File: src/rtl/cs_y_collector_pkg.sv
// Shared CS constants and the result record carried through the collector FIFO.
package cs_pkg;

  localparam int unsigned CS_Y_W    = 10;
  localparam int unsigned CS_SEQ_W  = 8;
  localparam int unsigned CS_WINDOW = 9;

  typedef struct packed {
    logic [CS_SEQ_W-1:0] seq;
    logic [CS_Y_W-1:0]   y;
  } cs_result_t;

endpackage

File: src/rtl/cs_y_collector_if.sv
// Result stream handshake: producer drives valid/data/seq, consumer drives ready.
interface cs_y_collector_if;
  import cs_pkg::*;

  logic                out_valid;
  logic                out_ready;
  logic [CS_Y_W-1:0]   out_data;
  logic [CS_SEQ_W-1:0] out_seq;

  modport master (
    output out_valid,
    output out_data,
    output out_seq,
    input  out_ready
  );

  modport slave (
    input  out_valid,
    input  out_data,
    input  out_seq,
    output out_ready
  );

endinterface

File: src/rtl/cs_y_collector_fifo.sv
// Synchronous FIFO of cs_result_t with explicit occupancy; clear beats push/pop,
// and a push into a full FIFO succeeds only when a pop happens on the same edge.
module cs_fifo
  import cs_pkg::*;
#(
  parameter int unsigned DEPTH = 8,
  localparam int unsigned PTR_W  = $clog2(DEPTH),
  localparam int unsigned FILL_W = PTR_W + 1
) (
  input  logic              clk,
  input  logic              rst_n,
  input  logic              clear,
  input  logic              push,
  input  cs_result_t        wdata,
  input  logic              pop,
  output cs_result_t        rdata,
  output logic              full,
  output logic              empty,
  output logic [FILL_W-1:0] fill
);

  logic [PTR_W-1:0]  wr_ptr_q, wr_ptr_d;
  logic [PTR_W-1:0]  rd_ptr_q, rd_ptr_d;
  logic [FILL_W-1:0] fill_q, fill_d;
  cs_result_t        mem_q [DEPTH];
  cs_result_t        mem_d [DEPTH];
  logic              do_push;
  logic              do_pop;

  assign full  = (fill_q == FILL_W'(DEPTH));
  assign empty = (fill_q == '0);
  assign fill  = fill_q;
  // Head reads as zero while empty so reset and drained states look identical.
  assign rdata = empty ? '0 : mem_q[rd_ptr_q];

  // Qualify requests: clear wins, pop needs data, push needs room or a same-edge pop.
  always_comb begin
    do_pop  = pop && !empty && !clear;
    do_push = push && !clear && (!full || do_pop);
  end

  // Next pointers and occupancy.
  always_comb begin
    wr_ptr_d = wr_ptr_q;
    rd_ptr_d = rd_ptr_q;
    fill_d   = fill_q;
    if (clear) begin
      wr_ptr_d = '0;
      rd_ptr_d = '0;
      fill_d   = '0;
    end else begin
      if (do_push) wr_ptr_d = wr_ptr_q + PTR_W'(1);
      if (do_pop)  rd_ptr_d = rd_ptr_q + PTR_W'(1);
      case ({do_push, do_pop})
        2'b10:   fill_d = fill_q + FILL_W'(1);
        2'b01:   fill_d = fill_q - FILL_W'(1);
        default: fill_d = fill_q;
      endcase
    end
  end

  // Storage write: only the slot under the write pointer changes.
  always_comb begin
    mem_d = mem_q;
    if (do_push) mem_d[wr_ptr_q] = wdata;
  end

  // Pointer/occupancy registers.
  always_ff @(posedge clk or negedge rst_n) begin
    if (!rst_n) begin
      wr_ptr_q <= '0;
      rd_ptr_q <= '0;
      fill_q   <= '0;
    end else begin
      wr_ptr_q <= wr_ptr_d;
      rd_ptr_q <= rd_ptr_d;
      fill_q   <= fill_d;
    end
  end

  // Storage array; contents are don't-care until written.
  always_ff @(posedge clk) begin
    mem_q <= mem_d;
  end

endmodule

File: src/rtl/cs_y_collector.sv
// Collects CS Y results: drops warm-up captures after reset, tags kept results
// with a sequence number, buffers them and flags drops caused by backpressure.
module cs_y_collector
  import cs_pkg::*;
#(
  parameter int unsigned WARMUP = CS_WINDOW,
  parameter int unsigned DEPTH  = 8
) (
  input  logic                  clk,
  input  logic                  reset,
  input  logic [CS_Y_W-1:0]     y_in,
  input  logic                  clear,
  cs_y_collector_if.master      out_if,
  output logic [$clog2(DEPTH):0] fill,
  output logic                  overflow
);

  localparam int unsigned WARM_W = (WARMUP == 0) ? 1 : $clog2(WARMUP + 1);

  logic [WARM_W-1:0]   warm_q, warm_d;
  logic [CS_SEQ_W-1:0] seq_q, seq_d;
  logic                overflow_q, overflow_d;
  logic                kept;
  logic                pop_req;
  logic                fifo_full;
  logic                fifo_empty;
  cs_result_t          wr_entry;
  cs_result_t          head;

  // A capture is kept once the saturating warm-up counter has reached WARMUP.
  assign kept    = (warm_q == WARM_W'(WARMUP));
  assign pop_req = out_if.out_ready && !fifo_empty && !clear;

  // Warm-up and sequence counters; clear does not touch either.
  always_comb begin
    warm_d = warm_q;
    seq_d  = seq_q;
    if (!kept) warm_d = warm_q + WARM_W'(1);
    if (kept)  seq_d  = seq_q + CS_SEQ_W'(1);
  end

  // Sticky overflow: set by a kept capture hitting a full FIFO with no pop.
  always_comb begin
    overflow_d = overflow_q;
    if (clear)                               overflow_d = 1'b0;
    else if (kept && fifo_full && !pop_req)  overflow_d = 1'b1;
  end

  // Counter and flag registers.
  always_ff @(posedge clk or negedge reset) begin
    if (!reset) begin
      warm_q     <= '0;
      seq_q      <= '0;
      overflow_q <= 1'b0;
    end else begin
      warm_q     <= warm_d;
      seq_q      <= seq_d;
      overflow_q <= overflow_d;
    end
  end

  // Entry offered to the FIFO: current sequence tag with the captured Y.
  always_comb begin
    wr_entry     = '0;
    wr_entry.seq = seq_q;
    wr_entry.y   = y_in;
  end

  cs_fifo #(
    .DEPTH (DEPTH)
  ) u_fifo (
    .clk   (clk),
    .rst_n (reset),
    .clear (clear),
    .push  (kept),
    .wdata (wr_entry),
    .pop   (out_if.out_ready),
    .rdata (head),
    .full  (fifo_full),
    .empty (fifo_empty),
    .fill  (fill)
  );

  assign overflow         = overflow_q;
  assign out_if.out_valid = !fifo_empty;
  assign out_if.out_data  = head.y;
  assign out_if.out_seq   = head.seq;

endmodule

File: src/flat_wrapper.sv
// flat-port wrapper written by rule: the top's interface ports become plain ports
module cs_y_collector_flat import cs_pkg::*;
#(
  parameter int unsigned WARMUP = CS_WINDOW,
  parameter int unsigned DEPTH  = 8
)
  (clk, reset, y_in, clear, fill, overflow, out_if_out_valid, out_if_out_data, out_if_out_seq, out_if_out_ready);
  cs_y_collector_if out_if_i ();
  input  logic clk;
  input  logic reset;
  input  logic [CS_Y_W-1:0] y_in;
  input  logic clear;
  output logic [$clog2(DEPTH):0] fill;
  output logic overflow;
  output wire logic [$bits(out_if_i.out_valid)-1:0] out_if_out_valid;
  output wire logic [$bits(out_if_i.out_data)-1:0] out_if_out_data;
  output wire logic [$bits(out_if_i.out_seq)-1:0] out_if_out_seq;
  input wire logic [$bits(out_if_i.out_ready)-1:0] out_if_out_ready;
  assign out_if_out_valid = out_if_i.out_valid;
  assign out_if_out_data = out_if_i.out_data;
  assign out_if_out_seq = out_if_i.out_seq;
  assign out_if_i.out_ready = out_if_out_ready;
  cs_y_collector #(.WARMUP(WARMUP), .DEPTH(DEPTH)) u_core (.clk(clk), .reset(reset), .y_in(y_in), .clear(clear), .out_if(out_if_i), .fill(fill), .overflow(overflow));
endmodule
File: config.mk
export PLATFORM = sky130hd
export DESIGN_NAME = cs_y_collector_flat
export DESIGN_NICKNAME = d
export VERILOG_FILES = /design/src/rtl/cs_y_collector_pkg.sv /design/src/rtl/cs_y_collector_if.sv /design/src/rtl/cs_y_collector_fifo.sv /design/src/rtl/cs_y_collector.sv /design/src/flat_wrapper.sv
export SDC_FILE = /design/constraint.sdc
export NUM_CORES = 1
export LEC_CHECK = 0
export CAP_MARGIN = 30
export CORE_UTILIZATION = 40
export DETAILED_ROUTE_END_ITERATION = 12
export PLACE_DENSITY = 0.6
export SYNTH_ARGS = -nofsm -noshare
export SYNTH_HDL_FRONTEND = slang
export SYNTH_SLANG_ARGS = --single-unit
File: constraint.sdc
create_clock -name clk -period 10.7 [get_ports clk]
set_input_delay 2.14 -clock clk [delete_from_list [all_inputs] [get_ports clk]]
set_output_delay 2.14 -clock clk [all_outputs]
set_load 0.01 [all_outputs]
==> impl_metrics.json, run 1 <==
{
  "maxCapViolCount": 0,
  "period_needed_ns": 5.12,
  "ctsResizeCount": 0,
  "dpl.hpwl_mm": 7.70,
  "p_switching_w": 0.000434,
  "synth_cell_types": 33,
  "cpMaxStageDelayCell": "dfrtp_2",
  "power_frac_clock_pct": 34.0,
  "ios": 38,
  "synth_edf_count": 144,
  "pwr-share-seq_pct": 44.3,
  "area_delta_synth_final_pct": 20.2,
  "cts_hold_buf": 0,
  "vias": 3204,
  "gp_congestion": 0.739,
  "status": "complete, no violations",
  "worstSetupEndpointType": "output port",
  "hp-start": "u_core.warm_q[3]",
  "cts.clk_slew.worst_paths_ns": 0.06,
  "dr.pass1.iters": 4,
  "core_mm2": 0.0161,
  "yosysTopAreaCellShare_pct": 64.7,
  "io_buffers": 37,
  "period_share_pct": 47.9,
  "drv_slew": 0,
  "initial_core_util_pct": 41.4,
  "die_area_mm2": 0.0172,
  "sw_frac_of_total_pct": 25.0,
  "grt_use_total_pct": 15.3,
  "reg2reg_depth": 7,
  "ys_async_sr_fraction_pct": 13.8,
  "grt_max_degree": 23,
  "worst_ir_drop_vdd_v": 0.000131,
  "antenna_cells": 0,
  "r2r-end": "u_core.u_fifo.mem_q[125]",
  "synth_area_per_cell_um2": 19.4,
  "ant_nets": 0,
  "power_w": 0.00174,
  "fin_area_mm2": 0.00803,
  "slew_headroom_pct": 35.2,
  "comb_power_share_pct": 21.7,
  "seq_area_frac_synth_pct": 73.4,
  "num_rows": 46,
  "slowest_delay_ns": 0.73,
  "final_hold_viol_count": 0,
  "leakage_nw": 2.65,
  "synth_top_flop_cell": "edfxtp_1",
  "syn_area_mm2": 0.00668,
  "powerDensity_mw_per_mm2": 216,
  "timing.rr.start": "u_core.warm_q[1]",
  "dpl_cell_area_mm2": 0.00745,
  "rsz0062_at_grt": "false",
  "drc": 0,
  "yosysTopAreaCell": "edfxtp_1",
  "setup_tns_ns": 0,
  "fin_worst_skew_ns": 0.00440,
  "drt_iter0_markers": 215,
  "n_fill_cell": 1331,
  "critical_path_class": "reg2out",
  "die_h_um": 131,
  "htree_num_levels": 4,
  "worstPathArrival_ns": 2.98,
  "holdPathEnd": "u_core.warm_q[3]",
  "cp_num_buf_inv": 2,
  "grt_pass1_wl_mm": 19.4,
  "antenna_found_initial": 0,
  "synth-seq-cells": 167,
  "synth_nets": 366,
  "cts_buffers": 17,
  "cp_cell_sequence": "buf_4, mux4_2, mux2i_1, nor2_1, clkdlybuf4s50_1",
  "clkSinkCount": 167,
  "cts_setup_buffers": 0,
  "yosys_warnings": 0,
  "root_buffer": "clkbuf_16",
  "p_int_w": 0.00130,
  "setup_viol": 0,
  "overflow": 0,
  "fin_nets": 421,
  "cts_tree": "yes",
  "hold_class": "reg2reg",
  "cp-start-kind": "register",
  "wl_per_cell_um": 19.4,
  "synthCells": 345,
  "synthTopCellsByArea": "edfxtp_1 (65%), mux4_2 (12%), dfrtp_1 (8.6%)",
  "grt_pass1_vias": 3415,
  "crit_family": "buffers and inverters",
  "max_slew.worst_pin.slew_ns": 0.966,
  "r2r_slack_ns": 7.45,
  "clockBufferDepth": 2,
  "fmax_mhz": 195,
  "insertion_delay_ns": 0.42,
  "crit_fanout": 22,
  "drive_gt1_share_pct": 21.8,
  "routed_wl_mm": 12.2,
  "vias_per_cell": 5.09,
  "whs_path_depth": 1,
  "die_w_um": 131,
  "worstPathRequired_ns": 8.56
}
==> cells in the mapped netlist, types with 2 or more instances <==
cell,instances
nand3b_1,2
nor3_1,3
mux4_2,36
nor2_1,39
inv_1,2
edfxtp_1,144
xnor2_1,11
nand2_1,8
o21ai_0,2
buf_2,4
a31oi_1,3
ha_1,7
mux2i_1,22
a21oi_1,3
nand3_1,4
xor2_1,7
clkbuf_1,7
nand2b_1,4
dfrtp_1,23
==> routing by layer <==
layer | wire [um] | global-route usage, %
met1 | 5590 | 20.3
met4 | 155 | 5.49
met2 | 6070 | 24.5
met5 | 0 | 0
met3 | 361 | 3.63
==> sequential cells by signal, indices dropped and copies added, names as in the netlist <==
register	flops
u_core.seq_q	8
u_core.warm_q	4
u_core.u_fifo.mem_q	144
u_core.u_fifo.fill	4
u_core.u_fifo.wr_ptr_q	3
u_core.overflow	1
u_core.u_fifo.rd_ptr_q	3
==> cell type report <==
type / instances / area (um2) / share of cell area [%]
Tap cell: 216 / 270 / 3.37
Inverter: 2 / 7.51 / 0.0935
Timing Repair Buffer: 51 / 558 / 6.95
Clock inverter: 12 / 134 / 1.67
Multi-Input combinational cell: 161 / 1720 / 21.5
Clock buffer: 20 / 437 / 5.44
Sequential cell: 167 / 4900 / 61.0
==> power by group through the flow <==
| stage | sequential, W | clock [W] | combinational, W |
|---|---|---|---|
| after detailed placement | 0.000785 | 0 | 0.000388 |
| after CTS | 0.000771 | 0.000603 | 0.000389 |
| final | 0.000769 | 0.000592 | 0.000377 |
| after global routing | 0.000777 | 0.000628 | 0.000411 |
| after floorplan | 0.000752 | 0 | 0.000257 |
| after global placement | 0.000784 | 0 | 0.000382 |
==> cells in the final DEF (no fill, tap or decap), types with 7 or more instances in the layout <==
master,count
buf_4,7
clkdlybuf4s50_1,37
xnor2_1,11
xor2_1,7
edfxtp_1,144
mux2i_1,22
ha_1,7
mux4_2,36
clkbuf_16,17
nand2_1,8
nor2_1,33
dfrtp_1,22
==> how the worst max path moves through the flow <==
stage          cells past startpoint                       end  slack [ns]                 startpoint
6_report                           5         out_if_out_seq[5]        5.58  u_core.u_fifo.rd_ptr_q[0]
5_1_grt                            5         out_if_out_seq[0]        5.33  u_core.u_fifo.rd_ptr_q[0]
4_1_cts                            5         out_if_out_seq[0]        5.47  u_core.u_fifo.rd_ptr_q[0]
3_5_place_dp                       6  u_core.u_fifo.mem_q[135]        5.07                      clear
3_3_place_gp                       6  u_core.u_fifo.mem_q[134]        5.21                      clear
2_1_floorplan                      4  u_core.u_fifo.mem_q[126]        5.87                      clear
==> cell families after synthesis <==
family	Yosys count	synth area share, %
AOI/OAI and AO/OA	10	1.20
adders and majority gates	7	1.31
and+or+nand+nor	67	4.76
DFF	167	73.4
muxes	59	15.7
xor gates and xnor gates	18	2.36
buffers and inverters	17	1.35
==> metrics by stage <==
step / worst slack (ns) / hold slack (ns) / utilization, % / std cells
floorplan: 5.87 / 0.459 / - / 345
global placement: 5.21 / 0.478 / 45.5 / 590
detailed placement: 5.07 / 0.485 / 46.2 / 596
CTS: 5.47 / 0.497 / 49.8 / 628
global route: 5.33 / 0.533 / 49.8 / 629
finish: 5.58 / 0.495 / 49.8 / 629
Power figures use the tool's default switching activity.
==> inputs of run 2 (changes only) <==
--- a/config.mk
+++ b/config.mk
@@ -8,7 +8,7 @@
 export CAP_MARGIN = 30
 export CORE_UTILIZATION = 40
 export DETAILED_ROUTE_END_ITERATION = 12
-export PLACE_DENSITY = 0.6
+export PLACE_DENSITY = 0.62
 export SYNTH_ARGS = -nofsm -noshare
 export SYNTH_HDL_FRONTEND = slang
 export SYNTH_SLANG_ARGS = --single-unit
==> constraint.sdc (replaced) <==
create_clock -name clk -period 4.35 [get_ports clk]
set_input_delay 0.87 -clock clk [delete_from_list [all_inputs] [get_ports clk]]
set_output_delay 0.87 -clock clk [all_outputs]
set_load 0.01 [all_outputs]
==> run 2 against run 1 <==
  * First-iteration DRC count shrank 2.3%
  * Total power increased by 140%
  * Final cell count up 0.95%
  * Clock-buffer cell count down 2
  * Combinational power rose to 2.6 times the previous value
  * Register-to-register slack got worse by 6.0 ns
  * Critical endpoint is now out_if_out_data[7]
  * Highest routed layer unchanged
  * Worst setup slack lost 4.8 ns
  * Clock skew rose by 0.0065 ns
  * Final area fell by 0.83%
  * Sequential power is 140% higher
  * Die area is the same
==> impl_metrics.json, run 2 (same netlist as run 1, synthesis figures left out) <==
{
  "max_slew.worst_pin.slew_ns": 0.648,
  "htree_num_levels": 4,
  "largest_reg_flops": 144,
  "top_register": "u_core.u_fifo.mem_q",
  "reg2reg_depth": 7,
  "cp_num_buf_inv": 2,
  "status": "complete, no violations",
  "die_area_mm2": 0.0172,
  "timing.rr.start": "u_core.warm_q[1]",
  "cts_hold_buf": 0,
  "worstPathRequired_ns": 3.48,
  "cp-start-kind": "register",
  "period_needed_ns": 3.56,
  "cts_tree": "yes",
  "grt_pass1_vias": 3459,
  "fin_nets": 427,
  "rsz0062_at_grt": "false",
  "r2r-end": "u_core.u_fifo.mem_q[117]",
  "hold_class": "reg2reg",
  "initial_core_util_pct": 41.4,
  "critical_path_class": "reg2out",
  "vias": 3270,
  "cts.clk_slew.worst_paths_ns": 0.07,
  "fin_worst_skew_ns": 0.0109,
  "area_delta_synth_final_pct": 19.2,
  "grt_use_total_pct": 15.9,
  "num_rows": 46,
  "ctsResizeCount": 0,
  "worstSetupEndpointType": "output port",
  "worstPathArrival_ns": 2.69,
  "core_mm2": 0.0161,
  "gp_congestion": 0.789,
  "root_buffer": "clkbuf_16",
  "dpl.hpwl_mm": 7.84,
  "wl_per_cell_um": 19.8,
  "power_w": 0.00420,
  "crit_fanout": 15,
  "r2r_slack_ns": 1.48,
  "maxCapViolCount": 0,
  "n_fill_cell": 1318,
  "insertion_delay_ns": 0.42,
  "clockBufferDepth": 2,
  "routed_wl_mm": 12.6,
  "overflow": 0,
  "setup_tns_ns": 0,
  "period_share_pct": 81.9,
  "crit_family": "buffers and inverters",
  "drv_slew": 0,
  "reg.largest.list": "u_core.u_fifo.mem_q x144, u_core.seq_q x8",
  "ant_nets": 0,
  "dr.pass1.iters": 4,
  "fmax_mhz": 281,
  "die_w_um": 131,
  "io_buffers": 37,
  "ios": 38,
  "clkSinkCount": 167,
  "leakage_nw": 2.64,
  "grt_max_degree": 37,
  "slowest_delay_ns": 0.72,
  "drive_gt1_share_pct": 22.9,
  "vias_per_cell": 5.15,
  "layout_common_cells": "edfxtp_1 (144), clkdlybuf4s50_1 (37), nor2_1 (36), mux4_2 (36)",
  "drt_iter0_markers": 210,
  "antenna_cells": 0,
  "final_hold_viol_count": 0,
  "mostFrequentLayoutCell": "edfxtp_1",
  "slew_headroom_pct": 56.5,
  "cp_cell_sequence": "buf_4, mux4_2, mux2i_1, nor2_1, clkdlybuf4s50_1",
  "cpMaxStageDelayCell": "dfrtp_2",
  "worst_ir_drop_vdd_v": 0.000283,
  "drc": 0,
  "cts_buffers": 17,
  "cts_setup_buffers": 0,
  "die_h_um": 131,
  "cp.depth": 5,
  "crit_end": "out_if_out_data[7]",
  "grt_pass1_wl_mm": 20.2,
  "crit_start": "u_core.u_fifo.rd_ptr_q[0]",
  "setup_viol": 0,
  "antenna_found_initial": 0,
  "powerDensity_mw_per_mm2": 527
}
==> run 2: worst min path at each step <==
stage / startpoint / to / slack [ns] / cells past startpoint
2_1_floorplan: u_core.warm_q[3] / u_core.warm_q[3] / 0.46 / 1
3_3_place_gp: u_core.warm_q[3] / u_core.warm_q[3] / 0.48 / 1
3_5_place_dp: u_core.warm_q[3] / u_core.warm_q[3] / 0.50 / 1
4_1_cts: u_core.warm_q[3] / u_core.warm_q[3] / 0.51 / 1
5_1_grt: u_core.warm_q[3] / u_core.warm_q[3] / 0.52 / 1
6_report: u_core.warm_q[3] / u_core.warm_q[3] / 0.51 / 1
==> run 2: layer usage <==
| layer | global-route usage [%] | routed length, um | vias up | part of all wire, % |
|---|---|---|---|---|
| met5 | 0 | 0 | - | 0 |
| met4 | 6.47 | 127 | 0 | 1.0 |
| met3 | 3.40 | 618 | 8 | 4.9 |
| met2 | 25.3 | 6230 | 87 | 50 |
| met1 | 21.4 | 5610 | 1692 | 45 |
| li1 | - | - | 1483 | - |
==> run 2: layout make-up <==
| type | instances | area [um2] | area share (%) |
|---|---|---|---|
| Sequential cell | 167 | 4900 | 61.5 |
| Multi-Input combinational cell | 161 | 1720 | 21.5 |
| Timing Repair Buffer | 57 | 541 | 6.79 |
| Clock buffer | 18 | 429 | 5.39 |
| Tap cell | 216 | 270 | 3.39 |
| Clock inverter | 14 | 100 | 1.26 |
| Inverter | 2 | 7.51 | 0.0943 |
==> run 2: through the flow <==
step / util, % / instance area, um2 / hold WS [ns] / instances / setup WS, ns
6_report: 49.4 / 7960 / 0.506 / 635 / 0.787
5_1_grt: 49.4 / 7960 / 0.516 / 635 / 0.580
4_1_cts: 49.4 / 7960 / 0.512 / 635 / 0.712
3_5_place_dp: 46.1 / 7430 / 0.504 / 603 / 0.836
3_3_place_gp: 46.0 / 7420 / 0.475 / 602 / 0.893
2_1_floorplan: - / 6680 / 0.459 / 345 / 0.795
==> run 2: power breakdown <==
part	internal [W]	switching [W]
combinational	0.000542	0.000430
sequential	0.00179	0.0000889
clock	0.000734	0.000615
